===== config.mk =====
export PLATFORM = sky130hd
export DESIGN_NAME = cmd_assembler
export DESIGN_NICKNAME = d
export VERILOG_FILES = /design/src/rtl/cmd_assembler.sv
export SDC_FILE = /design/constraint.sdc
export NUM_CORES = 1
export LEC_CHECK = 0
export CAP_MARGIN = 20
export CORE_MARGIN = 10
export CORE_UTILIZATION = 35
export CTS_CLUSTER_DIAMETER = 80
export DETAILED_ROUTE_END_ITERATION = 16
export SYNTH_ARGS = -nofsm -noshare
export SYNTH_HDL_FRONTEND = slang
export SYNTH_SLANG_ARGS = --single-unit

===== constraint.sdc =====
create_clock -name clk -period 2.55 [get_ports clk]
set_clock_uncertainty 0.1 [all_clocks]
set_input_delay 0.3825 -clock clk [delete_from_list [all_inputs] [get_ports clk]]
set_output_delay 0.3825 -clock clk [all_outputs]
set_load 0.03 [all_outputs]

===== src/rtl/cmd_assembler.sv =====
`default_nettype none
// ============================================================================
// Module   : cmd_assembler
// Brief    : Pairs UART bytes (high first) into 16-bit commands with a ready
//            flag, resynchronizes on inter-byte timeout, and issues an
//            acknowledge byte to the UART transmitter on request.
// Revision : 1.0 - initial release
// ============================================================================
module cmd_assembler #(
  parameter logic [21:0] TIMEOUT   = 22'd2_500_000,
  parameter logic [7:0]  RESP_BYTE = 8'hA5
) (
  input  logic        clk,
  input  logic        rst,
  input  logic        rx_rdy,
  input  logic [7:0]  rx_data,
  output logic        clr_rx_rdy,
  output logic [15:0] cmd,
  output logic        cmd_rdy,
  input  logic        clr_cmd_rdy,
  input  logic        send_resp,
  output logic        trmt,
  output logic [7:0]  tx_data,
  input  logic        tx_done,
  output logic        resp_busy,
  output logic        overrun,
  output logic        timeout
);

  typedef enum logic {WAIT_HIGH = 1'b0, WAIT_LOW = 1'b1} rx_state_t;
  typedef enum logic {TX_IDLE = 1'b0, TX_WAIT = 1'b1} tx_state_t;

  // The counter is compared before it increments, so expiry is detected on the
  // cycle in which it would reach TIMEOUT-1.
  localparam logic [21:0] C_EXPIRE_AT = TIMEOUT - 22'd2;

  rx_state_t   r_rx_state, w_rx_next;
  logic        w_take_high, w_take_low, w_expire;
  logic [7:0]  r_high_byte;
  logic [21:0] r_count;

  tx_state_t   r_tx_state, w_tx_next;
  logic        r_pending, w_pending_next, w_trmt_next;

  // RX state register
  always_ff @(posedge clk) begin
    if (rst) r_rx_state <= WAIT_HIGH;
    else     r_rx_state <= w_rx_next;
  end

  // RX next-state and byte-consume decode; a byte on the expiry cycle wins
  always_comb begin
    w_rx_next   = r_rx_state;
    clr_rx_rdy  = 1'b0;
    w_take_high = 1'b0;
    w_take_low  = 1'b0;
    w_expire    = 1'b0;
    case (r_rx_state)
      WAIT_HIGH: begin
        if (rx_rdy) begin
          clr_rx_rdy  = 1'b1;
          w_take_high = 1'b1;
          w_rx_next   = WAIT_LOW;
        end
      end
      WAIT_LOW: begin
        if (rx_rdy) begin
          clr_rx_rdy = 1'b1;
          w_take_low = 1'b1;
          w_rx_next  = WAIT_HIGH;
        end else if (r_count == C_EXPIRE_AT) begin
          w_expire  = 1'b1;
          w_rx_next = WAIT_HIGH;
        end
      end
    endcase
  end

  // High-byte capture and saturating inter-byte idle counter
  always_ff @(posedge clk) begin
    if (rst) begin
      r_high_byte <= 8'h00;
      r_count     <= 22'd0;
    end else if (w_take_high) begin
      r_high_byte <= rx_data;
      r_count     <= 22'd0;
    end else if (r_rx_state == WAIT_LOW && !rx_rdy && r_count != '1) begin
      r_count <= r_count + 22'd1;
    end
  end

  // Command hold register, ready flag and single-cycle status pulses
  always_ff @(posedge clk) begin
    if (rst) begin
      cmd     <= 16'h0000;
      cmd_rdy <= 1'b0;
      overrun <= 1'b0;
      timeout <= 1'b0;
    end else begin
      overrun <= 1'b0;
      timeout <= w_expire;
      if (w_take_low) begin
        if (!cmd_rdy || clr_cmd_rdy) begin
          cmd     <= {r_high_byte, rx_data};
          cmd_rdy <= 1'b1;
        end else begin
          overrun <= 1'b1;
        end
      end else if (clr_cmd_rdy) begin
        cmd_rdy <= 1'b0;
      end
    end
  end

  // TX state, pending flag and registered transmit strobe
  always_ff @(posedge clk) begin
    if (rst) begin
      r_tx_state <= TX_IDLE;
      r_pending  <= 1'b0;
      trmt       <= 1'b0;
    end else begin
      r_tx_state <= w_tx_next;
      r_pending  <= w_pending_next;
      trmt       <= w_trmt_next;
    end
  end

  // TX next-state: one byte in flight plus at most one queued request
  always_comb begin
    w_tx_next      = r_tx_state;
    w_pending_next = r_pending;
    w_trmt_next    = 1'b0;
    case (r_tx_state)
      TX_IDLE: begin
        if (send_resp) begin
          w_trmt_next = 1'b1;
          w_tx_next   = TX_WAIT;
        end
      end
      TX_WAIT: begin
        if (tx_done) begin
          if (r_pending) begin
            w_trmt_next    = 1'b1;
            w_pending_next = 1'b0;
          end else if (send_resp) begin
            w_trmt_next = 1'b1;
          end else begin
            w_tx_next = TX_IDLE;
          end
        end else if (send_resp) begin
          w_pending_next = 1'b1;
        end
      end
    endcase
  end

  assign resp_busy = (r_tx_state != TX_IDLE) | r_pending;
  assign tx_data   = RESP_BYTE;

endmodule
`default_nettype wire


# Yosys cells after proc, flatten, opt, wreduce, memory -nomap -nowiden
# Cells that the tools add are included.
# op_classes
reduce_logical,13
multipliers,0
bitwise,4
shift,0
order_cmp,0
mux,19
n_div,0
eq_ne,3
addsub,1
# ops
operator,n
adder 22 x 1 -> 22 bit (second input constant),1
equality test 22 bit (second input constant),1
inequality test 22 bit (second input constant),1
two-way mux 1 bit,16
one-hot mux 1 bit (2 select lines),3
AND reduction 2 bit,3
nonzero test 2 bit,2
OR reduction 2 bit,2
inverter 1 bit,3
OR reduction 3 bit,1
logical AND 1 bit,2
logical NOT 1 bit,2
inequality test 2 x 1 -> 1 bit (second input constant),1
logical OR 1 bit,1
OR 1 bit,1
# word_totals
output_inout_bits,30
reg_bits,53
mem_count,0
ramBits,0
latch_bits,0
elab_cells,50
mem_bits_ro,0

# Longest topological paths before layout
# logic_depth
word_depth,4
ltp_mapped,7
mapped_depth_nobuf,6

# Least setup slack after synthesis
# Ideal clock, no wire load.
# synth_path
kind,register -> register
start,register r_count[0]
end,register r_count[11]
n_path_buf,1
arrival_ns,1.738
setup_time_ns,0.115
path_stages_with_launch,8
period_less_slack_ns,1.953
setup_slack_ns,0.597
cell_sequence,dfxtp_1 > ha_1 > and4_2 > nand2_1 > o311ai_4 > buf_6 > nor4_1 > o21a_1
# synth_between
elab_chain_len,2
elab_cells_between_ends,3
# synth_rtl
item,line_no,text
"start, declared",40,logic [21:0] r_count;
"start signal, assigned",88,r_count <= r_count + 22'd1;
"parallel branches: the longest is 2 deep, another holds adder 22 x 1 -> 22 bit",-,
# Parallel ways; which one is timed is not known.
# A chain may end at the register's enable or synchronous reset.

# Worst setup path in the final report
# layout_path
start,register r_count[0]
end,register r_count[9]
# The elaborated chain is that of the path after synthesis.

==> impl_metrics.ini <==
[clocking]
cts_buffers = 5
clkLatencyLatePin_ps = 310
clkSlewWorstSetupHoldPaths_ps = 100
clock_tree.htree_level_count = 2
root_cell_of_the_clock_tree = clkbuf_8
cts_hold_repair.buffers = 0
cts_max_path_buffers = 2
tritoncts_clock_tree = done
cts_sinks = 53
number_of_instances_resized_during_post_cts_repair = 0

[logic_synthesis]
synth_ff_type = dfxtp_1
synthArstFlopShare_pct = 0
post_synth_main_area_contributors = dfxtp_1 (44%), nand2_1 (9.1%), a21oi_1 (7.9%)
post-synth-top-area-fraction_pct = 43.8
yosysMostFrequentCell = nand2_1
synth_area_per_cell_um2 = 8.38
syn_inst = 289
synth.lib_cells_used.distinct = 51
ys_ff_latch = 53
synth_top_cells_by_count = nand2_1 (59), dfxtp_1 (53), a21oi_1 (38)
synth_top_area_cell = dfxtp_1
synth_area_um2 = 2420
synth_seq_area_share_pct = 43.8
synthesis.yosys.warnings = 0
synth_edf_count = 0

[pwr]
power.switching_fraction_pct = 24.7
p_comb_share_pct = 10.1
leakagePower_nw = 0.991
p_sw_uw = 397
share_of_total_power_in_sequential_cells_pct = 53.6
p_per_area_nw_per_um2 = 548
pwr-share-clk_pct = 36.3
ir_worst_vdd_v = 0.000256
internal_power_consumption_mw = 1.21

[critical_path]
setup_crit_end = r_count[9]
critical_path_peak_fanout = 19
crit_path_start = r_count[0]
timing.rr.start = r_count[0]
critPathCaptureType = flop
setup.worst_path.start_class = flop
timing.setup.critical_path_class = reg -> reg
worst_r2r_path_depth = 6
timing.critical_path.arrival_ps = 2420
required_ps = 2660
reg2reg_setup_slack_ps = 240
reg2reg_to = r_count[9]

[outcome]
status = complete, no violations

[placed_design]
finalWeightedCongestion = 0.798
place.detailed.hpwl_mm = 4.32
port_buffers = 35
cell_count_after_placement = 397

[grt]
largest_net_degree_at_the_start_of_global_routing = 20
first_global_vias = 2005
wire_length_of_the_first_global_routing_pass_mm = 9.37
grt_antenna_before_repair = 0
grt_remaining_overflow = 0
grt_use_total_pct = 10.7

[floorplan]
ioPinCount = 44
rows = 30
start_util_pct = 35.9
die_y_um = 103
die_x_um = 103
floorplan.die_area_um2 = 10600
area_of_the_core_um2 = 6760

[detailed_routing]
met2WireLength_mm = 2.73
routedWlPerCell_um = 14.1
drtIter0Drc = 112
met3RoutedLength_um = 274
finalWirelength_mm = 5.71
via_count = 2130
post_drt_via_cell_ratio = 5.26
route.antenna.remaining_nets = 0
route.detailed.drc = 0
wirelength_met1_mm = 2.62
top_routing_layer_in_use = met4
drt_pass1_iterations = 4

[layout]
drive_above_1_share_pct = 9.23
n_diodes = 0
area_growth_pct = 20.8
num-nets-final = 340
layout.filler_cells = 705
final_cells = 405

[timing]
period_needed_ps = 2310
timing.slew.headroom_pct = 52.5
maxSlewViolCount = 0
fmax_achieved_mhz = 433
timing_hold_violations_final = 0
setup-violations-final = 0
holdWs_ps = 358
fin_crit_sh_pct = 90.7
rsz0062_at_grt = no
timing.setup.tns_ps = 0
worstMarginPinSlew_ps = 711

[run]
max_cap_violations = 0

[worst_hold_path]
hold_path_class = reg -> reg
-- through the flow --
stage	total power [mW]	area [µm²]	utilization (%)	setup WS, ps
floorplan	0.986	2440	-	597
global placement	1.04	2820	41.7	309
detailed placement	1.04	2820	41.7	231
CTS	1.62	2930	43.3	211
global route	1.67	2930	43.3	52.7
finish	1.60	2930	43.3	238
-- repair_timing --
| item | in CTS | in global routing |
|---|---|---|
| endpoints found under the setup margin | 0 | 1 |
| hold endpoints to repair | 0 | 0 |
| buffers inserted | 0 | 0 |
-- sequential cells by signal, indices dropped and copies added, names as in the netlist --
| signal | count |
|---|---|
| r_rx_state | 1 |
| overrun | 1 |
| r_count | 22 |
| trmt | 1 |
| r_tx_state | 1 |
| r_pending | 1 |
| cmd | 16 |
| r_high_byte | 8 |
| cmd_rdy | 1 |
| timeout | 1 |
-- cells in the final DEF (no fill, tap or decap), types with 3 or more instances in the layout --
cell,n
and3_1,5
nor2_1,13
clkbuf_8,5
nor4_1,3
a21oi_1,38
o21ai_0,7
buf_4,11
or4_1,3
nand2b_1,4
clkdlybuf4s50_1,35
nand3_1,6
and4_1,3
conb_1,8
nand2_1,59
nor2b_1,4
or3_1,8
nor3_1,8
nand4_1,6
dfxtp_1,53
o31a_1,3
xor2_1,3
-- cells by family after synthesis --
kind of cell	after synthesis	synth area share (%)
and+or+nand+nor	137	29.6
AOI/OAI and AO/OA	64	16.4
DFF	53	43.8
buffers and inverters	26	7.02
xor gates and xnor gates	5	1.81
adders and majority gates	2	1.03
other	2	0.310
-- layout make-up --
cell class | instances | area, µm² | area share (%)
sequential | 53 | 1060 | 36.3
multi-input combinational | 216 | 1210 | 41.5
timing repair buffer | 46 | 433 | 14.8
clock inverter | 2 | 38.8 | 1.33
clock buffer | 6 | 72.6 | 2.48
inverter | 2 | 7.51 | 0.257
tap | 80 | 100 | 3.42
-- worst max-delay path, cell delays in order, from the launching register on --
cell,delay [ps]
dfxtp_1,470
ha_1,250
and4_2,270
nand2_1,140
o311ai_4,630
o311ai_0,240
o41ai_1,110
-- layer usage --
layer  track usage (%)  vias to the layer above
met5                 0                        -
met3              3.19                        5
met1              13.1                     1003
met4              3.53                        0
met2              17.6                       38
li1                  -                     1084
-- power by group through the flow --
stage | clock network (mW) | registers [mW] | logic [mW]
2_1_floorplan | 0 | 0.892 | 0.0944
6_report | 0.582 | 0.859 | 0.163
5_1_grt | 0.625 | 0.863 | 0.179
4_1_cts | 0.597 | 0.859 | 0.165
3_5_place_dp | 0 | 0.878 | 0.164
3_3_place_gp | 0 | 0.878 | 0.164
-- worst min-delay path by stage --
| stage | from | end | slack [ps] | cells past startpoint |
|---|---|---|---|---|
| after floorplan | r_high_byte[2] | cmd[10] | 330 | 2 |
| after global placement | r_high_byte[3] | cmd[11] | 340 | 2 |
| after detailed placement | cmd[1] | cmd[1] | 350 | 2 |
| after CTS | cmd[1] | cmd[1] | 360 | 2 |
| after global routing | r_high_byte[1] | r_high_byte[1] | 380 | 2 |
| final | cmd[1] | cmd[1] | 360 | 2 |
(Power assumes the default switching activity.)
